`src/rtl/bus_matrix_slave_arbiter.sv`:
```
// Per-slave round-robin arbiter for the bus matrix: grants one requesting master the slave port,
// honours locked sequences, and optionally revokes a grant held too long.
module bus_matrix_slave_arbiter #(
  parameter int N_MASTERS = 2,
  parameter int MAX_HOLD  = 0,
  parameter int IDX_W     = (N_MASTERS > 1) ? $clog2(N_MASTERS) : 1
) (
  input  logic                 clk_i,
  input  logic                 rst_ni,
  input  logic [N_MASTERS-1:0] req_i,
  input  logic [N_MASTERS-1:0] lock_i,
  input  logic                 done_i,
  output logic [N_MASTERS-1:0] gnt_o,
  output logic [IDX_W-1:0]     gnt_idx_o,
  output logic                 busy_o,
  output logic                 timeout_o
);

  localparam int                HC_W      = (MAX_HOLD > 0) ? $clog2(MAX_HOLD + 1) : 1;
  localparam logic [HC_W-1:0]   HOLD_LAST = HC_W'((MAX_HOLD > 0) ? (MAX_HOLD - 1) : 0);
  localparam logic [HC_W-1:0]   HOLD_MAX  = {HC_W{1'b1}};
  localparam logic              WD_EN     = (MAX_HOLD != 0) ? 1'b1 : 1'b0;

  typedef enum logic [0:0] {
    ST_IDLE  = 1'b0,
    ST_GRANT = 1'b1
  } state_e;

  function automatic logic [IDX_W-1:0] next_idx(input logic [IDX_W-1:0] idx);
    if (int'(idx) >= N_MASTERS - 1) begin
      return '0;
    end else begin
      return idx + IDX_W'(1);
    end
  endfunction

  function automatic logic [N_MASTERS-1:0] onehot(input logic [IDX_W-1:0] idx);
    logic [N_MASTERS-1:0] vec;
    vec      = '0;
    vec[idx] = 1'b1;
    return vec;
  endfunction

  // Returns {found, index}: first set request scanning upward from ptr with wrap.
  function automatic logic [IDX_W:0] rr_pick(input logic [N_MASTERS-1:0] req,
                                             input logic [IDX_W-1:0]     ptr);
    logic             found;
    logic [IDX_W-1:0] win;
    int               k;
    found = 1'b0;
    win   = '0;
    for (int i = 0; i < N_MASTERS; i++) begin
      k = int'(ptr) + i;
      if (k >= N_MASTERS) begin
        k = k - N_MASTERS;
      end else begin
        k = k;
      end
      if (!found && req[k]) begin
        found = 1'b1;
        win   = IDX_W'(k);
      end else begin
        found = found;
      end
    end
    return {found, win};
  endfunction

  state_e               state_q, state_d;
  logic [N_MASTERS-1:0] gnt_q, gnt_d;
  logic [IDX_W-1:0]     idx_q, idx_d;
  logic                 busy_q, busy_d;
  logic                 timeout_q, timeout_d;
  logic [IDX_W-1:0]     rr_ptr_q, rr_ptr_d;
  logic [HC_W-1:0]      hold_q, hold_d;

  logic                 owner_req_s, owner_lock_s;
  logic                 rel_done_s, rel_aband_s, rel_to_s, release_s;
  logic [IDX_W:0]       pick_idle_s, pick_rel_s;

  // Release conditions and both arbitration candidates (from rr_ptr, and owner-masked after release).
  always_comb begin
    owner_req_s  = req_i[idx_q];
    owner_lock_s = lock_i[idx_q];
    rel_done_s   = done_i & ~owner_lock_s;
    rel_aband_s  = ~owner_req_s;
    rel_to_s     = WD_EN & (hold_q == HOLD_LAST) & ~rel_done_s & ~rel_aband_s;
    release_s    = rel_done_s | rel_aband_s | rel_to_s;
    pick_idle_s  = rr_pick(req_i, rr_ptr_q);
    pick_rel_s   = rr_pick(req_i & ~onehot(idx_q), next_idx(idx_q));
  end

  // Next-state logic for the IDLE/GRANT machine and all registered outputs.
  always_comb begin
    state_d   = state_q;
    gnt_d     = gnt_q;
    idx_d     = idx_q;
    busy_d    = busy_q;
    timeout_d = 1'b0;
    rr_ptr_d  = rr_ptr_q;
    hold_d    = hold_q;
    case (state_q)
      ST_IDLE: begin
        hold_d = '0;
        if (pick_idle_s[IDX_W]) begin
          state_d = ST_GRANT;
          idx_d   = pick_idle_s[IDX_W-1:0];
          gnt_d   = onehot(pick_idle_s[IDX_W-1:0]);
          busy_d  = 1'b1;
        end else begin
          gnt_d  = '0;
          idx_d  = '0;
          busy_d = 1'b0;
        end
      end
      ST_GRANT: begin
        if (release_s) begin
          rr_ptr_d  = next_idx(idx_q);
          timeout_d = rel_to_s;
          hold_d    = '0;
          // Hand over directly when another master waits, avoiding an idle bubble.
          if (pick_rel_s[IDX_W]) begin
            state_d = ST_GRANT;
            idx_d   = pick_rel_s[IDX_W-1:0];
            gnt_d   = onehot(pick_rel_s[IDX_W-1:0]);
            busy_d  = 1'b1;
          end else begin
            state_d = ST_IDLE;
            idx_d   = '0;
            gnt_d   = '0;
            busy_d  = 1'b0;
          end
        end else if (done_i && owner_lock_s) begin
          hold_d = '0;
        end else if (hold_q != HOLD_MAX) begin
          hold_d = hold_q + HC_W'(1);
        end else begin
          hold_d = hold_q;
        end
      end
      default: begin
        state_d = ST_IDLE;
        gnt_d   = '0;
        idx_d   = '0;
        busy_d  = 1'b0;
        hold_d  = '0;
      end
    endcase
  end

  // State and output registers with synchronous active-low reset.
  always_ff @(posedge clk_i) begin
    if (!rst_ni) begin
      state_q   <= ST_IDLE;
      gnt_q     <= '0;
      idx_q     <= '0;
      busy_q    <= 1'b0;
      timeout_q <= 1'b0;
      rr_ptr_q  <= '0;
      hold_q    <= '0;
    end else begin
      state_q   <= state_d;
      gnt_q     <= gnt_d;
      idx_q     <= idx_d;
      busy_q    <= busy_d;
      timeout_q <= timeout_d;
      rr_ptr_q  <= rr_ptr_d;
      hold_q    <= hold_d;
    end
  end

  assign gnt_o     = gnt_q;
  assign gnt_idx_o = idx_q;
  assign busy_o    = busy_q;
  assign timeout_o = timeout_q;

endmodule
```
`config.mk`:
```
export PLATFORM = sky130hd
export DESIGN_NAME = bus_matrix_slave_arbiter
export DESIGN_NICKNAME = d
export VERILOG_FILES = /design/src/rtl/bus_matrix_slave_arbiter.sv
export SDC_FILE = /design/constraint.sdc
export NUM_CORES = 1
export LEC_CHECK = 0
export BUFFER_PORTS_ARGS = -buffer_cell sky130_fd_sc_hd__buf_2
export CELL_PAD_IN_SITES_DETAIL_PLACEMENT = 0
export CELL_PAD_IN_SITES_GLOBAL_PLACEMENT = 1
export CORE_AREA = 8 8 45 47
export CTS_CLUSTER_SIZE = 25
export DETAILED_ROUTE_END_ITERATION = 12
export DIE_AREA = 0 0 53 55
export GPL_TIMING_DRIVEN = 0
export PLACE_DENSITY_LB_ADDON = 0.1
export REMOVE_ABC_BUFFERS = 1
export SYNTH_ARGS = -nofsm -noshare
export SYNTH_HDL_FRONTEND = slang
export SYNTH_SLANG_ARGS = --single-unit
export TNS_END_PERCENT = 20
```
`constraint.sdc`:
```
create_clock -name clk_i -period 3.3 [get_ports clk_i]
set_clock_uncertainty 0.2 [all_clocks]
set_input_delay 0.495 -clock clk_i [delete_from_list [all_inputs] [get_ports clk_i]]
set_output_delay 0.495 -clock clk_i [all_outputs]
set_load 0.1 [all_outputs]
```
### Yosys cells after proc, flatten, opt, wreduce, memory -nomap -nowiden

Index checks and enable logic that the tools add are counted.

| cells by class | value |
|---|---|
| $lt $le $gt $ge | 15 |
| bitwise logic cells | 7 |
| add/subtract/negate cells | 7 |
| multiplexer cells | 49 |
| equality and inequality tests | 1 |
| reduce and logical (&&, ||, !) cells | 8 |

Operators by type and width:

| cell | number |
|---|---|
| $lt 32x3->1 const B | 4 |
| $mux 32 | 4 |
| $mux 1 | 35 |
| $lt 1x2->1 const B | 3 |
| $mux 2 | 3 |
| $pmux 1 s2 | 3 |
| $sub 1x2->3 const B | 2 |
| $sub 2x2->3 const B | 2 |
| $logic_and 1x1->1 | 5 |
| $add 1x1->2 const B | 2 |
| $ge 1x1->1 const B | 4 |
| $ge 1x2->1 const B | 2 |
| $ge 2x2->1 const B | 2 |
| $pmux 2 s2 | 1 |
| $demux 1 s1 | 3 |
| $not 1->1 | 3 |
| $and 2x2->2 | 1 |
| $logic_not 1->1 | 2 |
| $ne 2x1->1 const B | 1 |
| $not 2->2 | 1 |
| $reduce_and 2->1 | 1 |
| $add 1x1->1 const B | 1 |
| $and 1x1->1 | 1 |
| $or 1x1->1 | 1 |

| word-level totals | value |
|---|---|
| output and inout port bits | 5 |
| logic and storage cells | 92 |
| register bits | 6 |
| input bits | 7 |

### Longest topological paths before layout

| depth | value |
|---|---|
| depth after elaboration | 20 |
| depth in mapped cells | 5 |
| depth with buffers taken out | 4 |

### Least setup slack after synthesis

No wires, ideal clock.

| timing path | value |
|---|---|
| path kind | register to output |
| start point | register, netlist name gnt_idx_o |
| end point | output port gnt_o[1] |
| path slack | 1214 ps |
| data required time | 2605 ps |
| cell stages (with the launch flop) | 2 |
| arrival time | 1391 ps |
| path buffers | 1 |
| path through | dfxtp_1 > buf_4 |

RTL lines:

| item | RTL line | RTL |
|---|---|---|
| end, declared | 13 | `output logic [N_MASTERS-1:0] gnt_o,` |

==> impl_metrics.yaml <==
outcome:
  status: "finished clean"
critical_path:
  rr_startpoint: "gnt_idx_o$_SDFFE_PN0P_"
  cp_top_family: "flip-flops"
  crit_slowest_cell: "dfxtp_1"
  ff2ff_setup_slack_ns: 1.85
  required_ns: 2.60
  ff2ff_path_depth: 3
  arrival_ns: 1.30
  worstSetupEndpointType: "output port"
  crit_chain: "buf_2"
  worst-path-stages: 1
  rr_endpoint: "busy_o$_SDFFE_PN0P_"
  crit_start: "gnt_idx_o$_SDFFE_PN0P_"
  cpPeakStageDelay_ns: 0.54
  crit_end: "gnt_o[1]"
  path_max_fanout: 10
  crit_type: "flip-flop to output port"
  cp-start-kind: "flip-flop"
  worst-path-buf-inv: 1
synthesis:
  synth.avg_cell_area_um2: 9.036
  synth_xor_area_share_pct: 0
  synth_fa_ha_area_share_pct: 0
  ys_types: 21
  ys_ff_latch: 5
  synth_top_family_by_area: "compound AO/OA/AOI/OAI gates"
  netlist_instances: 36
  yosys.area_share.simple_pct: 25.38
  yosys_warnings: 0
  synth.mux.area_fraction_pct: 3.077
  syn_area_um2: 325.3
  synth_compound_area_share_pct: 28.08
  seq_area_frac_synth_pct: 30.77
timing:
  setup_tns_ns: 0
  setup_viol: 0
  fin_crit_sh_pct: 60.54
  finalMaxSlewViolations: 0
  post-route-min-period_ns: 1.998
  fmax_mhz: 500.6
  fin_ws_ns: 1.302
  rsz0062_at_grt: "no"
  hold_violations: 0
place:
  place.gp.congestion: 0.7294
  place_ws_ns: 1.571
  dp_hpwl_um: 599.1
  portBuffers: 10
floorplan:
  core_um2: 1384
  die_h_um: 55
  die_w_um: 53
  ioPinCount: 12
  rows: 14
  initial_core_util_pct: 23.51
  die_area_um2: 2915
global_route:
  first_global_vias: 265
  antenna_found_initial: 0
  grt-ovfl-total: 0
  grt_max_degree: 11
  grt_pass1_wl_um: 1186
  track_usage_pct: 6.011
power:
  powerDensity_nw_per_um2: 542.6
  p_seq_share_pct: 33.9
  ir_drop_uv: 195.4
  p_int_w: 0.0001292
  p_leak_nw: 0.1848
  p_switching_w: 0.00008536
  p_comb_share_pct: 30.8
  swShare_pct: 39.79
  power_frac_clock_pct: 35.3
clock_tree:
  cts_setup_buffers: 0
  ctsLongestPathBuffers: 2
  htreeDepth: 1
  clkSinkCount: 5
  cts_tree: "built"
  cts-resized-gates: 0
  clk_pin_slew_ns: 0.05
  hold_buffers: 0
  clock_latency_ns: 0.25
  cts_root_buf: "clkbuf_4"
  numCtsBuffers: 3
detailed_routing:
  dr.pass1.iters: 2
  met1_length_um: 311
  drc: 0
  met2_length_um: 330
  finalWirelength_um: 750
  post_drt_wl_per_cell_um: 11.90
  top_layer: "met4"
  wl_met3_um: 70
  via_count: 282
  drt-initial-drc-count: 1
  ant_nets: 0
  vias_per_cell: 4.476
final_layout:
  fin_nets: 55
  post_route_cells_drive_above_1_share_pct: 40.43
  diodes: 0
  area_growth_pct: 21.54
  num-fill-cells: 160
flow_run:
  cap_violations: 0
min_path:
  hold_class: "flip-flop to flip-flop"
layout by cell type, fill, tap and decap left out, types with 2 or more instances in the layout:
cell type  count
inv_1          2
clkbuf_4       3
dfxtp_1        5
buf_2         10
nand2_1        3
nand2_2        2
a21oi_1        3
nor2b_4        2
nor3_1         3
nand3_1        2
state kept, by name (all words and copies together), names as in the netlist:
register / flops
busy_o: 1
gnt_idx_o: 1
gnt_o: 1
rr_ptr_q: 1
state_q: 1
worst min-delay path by stage:
| stage | from | endpoint | slack (ns) | depth (start not counted) |
|---|---|---|---|---|
| 5_1_grt | gnt_o[0]$_SDFFE_PN0P_ | gnt_o[0]$_SDFFE_PN0P_ | 0.28 | 2 |
| 3_3_place_gp | gnt_o[0]$_SDFFE_PN0P_ | gnt_o[0]$_SDFFE_PN0P_ | 0.24 | 2 |
| 6_report | gnt_o[0]$_SDFFE_PN0P_ | gnt_o[0]$_SDFFE_PN0P_ | 0.25 | 2 |
| 4_1_cts | gnt_o[0]$_SDFFE_PN0P_ | gnt_o[0]$_SDFFE_PN0P_ | 0.26 | 2 |
| 2_1_floorplan | rr_ptr_q$_SDFFE_PN0P_ | rr_ptr_q$_SDFFE_PN0P_ | 0.28 | 2 |
| 3_5_place_dp | gnt_o[0]$_SDFFE_PN0P_ | gnt_o[0]$_SDFFE_PN0P_ | 0.25 | 2 |
tightest hold or removal path: stages, from the launching register on:
cell     delay [ns]
dfxtp_1        0.30
nand2_1        0.05
mux2i_1        0.05
synth_stat cells, drive strengths merged:
cell type / number / area, µm²
o2111ai: 1 / 8.760
mux2i: 1 / 10.01
inv: 3 / 11.26
nand2: 5 / 23.77
nor3: 3 / 15.01
or2: 1 / 6.260
conb: 1 / 3.750
dfxtp: 5 / 100.1
a211o: 1 / 8.760
o32ai: 1 / 27.53
buf: 3 / 26.27
nor2b: 2 / 27.53
a21oi: 3 / 15.01
a211oi: 1 / 7.510
o211ai: 1 / 7.510
nand3: 2 / 10.01
a21o: 1 / 7.510
o41ai: 1 / 8.760
cell families (layout without fill, tap and decap cells):
kind of cell / Yosys count / after routing
buffers and inverters: 6 / 17
AND/OR/NAND/NOR: 13 / 13
flip-flops: 5 / 5
other: 1 / 1
multiplexers: 1 / 1
AO/OA/AOI/OAI: 10 / 10
layout make-up:
class | count | area [µm²] | area share, %
multi-input combinational | 25 | 187.7 | 47.47
clock buffer | 4 | 26.28 | 6.646
timing repair buffer | 10 | 50.05 | 12.66
sequential | 5 | 100.1 | 25.32
tap | 16 | 20.02 | 5.063
inverter | 3 | 11.26 | 2.848
metal layers:
layer / GRT usage [%] / up-vias
met4: 6.466 / 0
met5: 0 / -
met2: 8.203 / 9
met1: 6.079 / 121
met3: 3.476 / 5
li1: - / 147
power groups by stage:
| stage | combinational [W] | clock (W) | sequential [W] |
|---|---|---|---|
| floorplan | 0.0000258 | 0 | 0.000101 |
| global placement | 0.0000668 | 0 | 0.0000740 |
| detailed placement | 0.0000665 | 0 | 0.0000739 |
| CTS | 0.0000667 | 0.0000759 | 0.0000727 |
| global route | 0.0000697 | 0.0000854 | 0.0000737 |
| finish | 0.0000660 | 0.0000758 | 0.0000728 |
through the flow:
step	power (W)	cells	hold WS, ns	util, %	cell area, µm²
3_5_place_dp	0.0001404	59	0.2476	26.67	369.1
6_report	0.0002145	63	0.2520	28.57	395.4
3_3_place_gp	0.0001408	59	0.2426	26.67	369.1
4_1_cts	0.0002153	63	0.2556	28.57	395.4
2_1_floorplan	0.0001264	33	0.2828	-	299.0
5_1_grt	0.0002288	63	0.2806	28.57	395.4
Note: power is estimated with default switching activity, not from simulation.
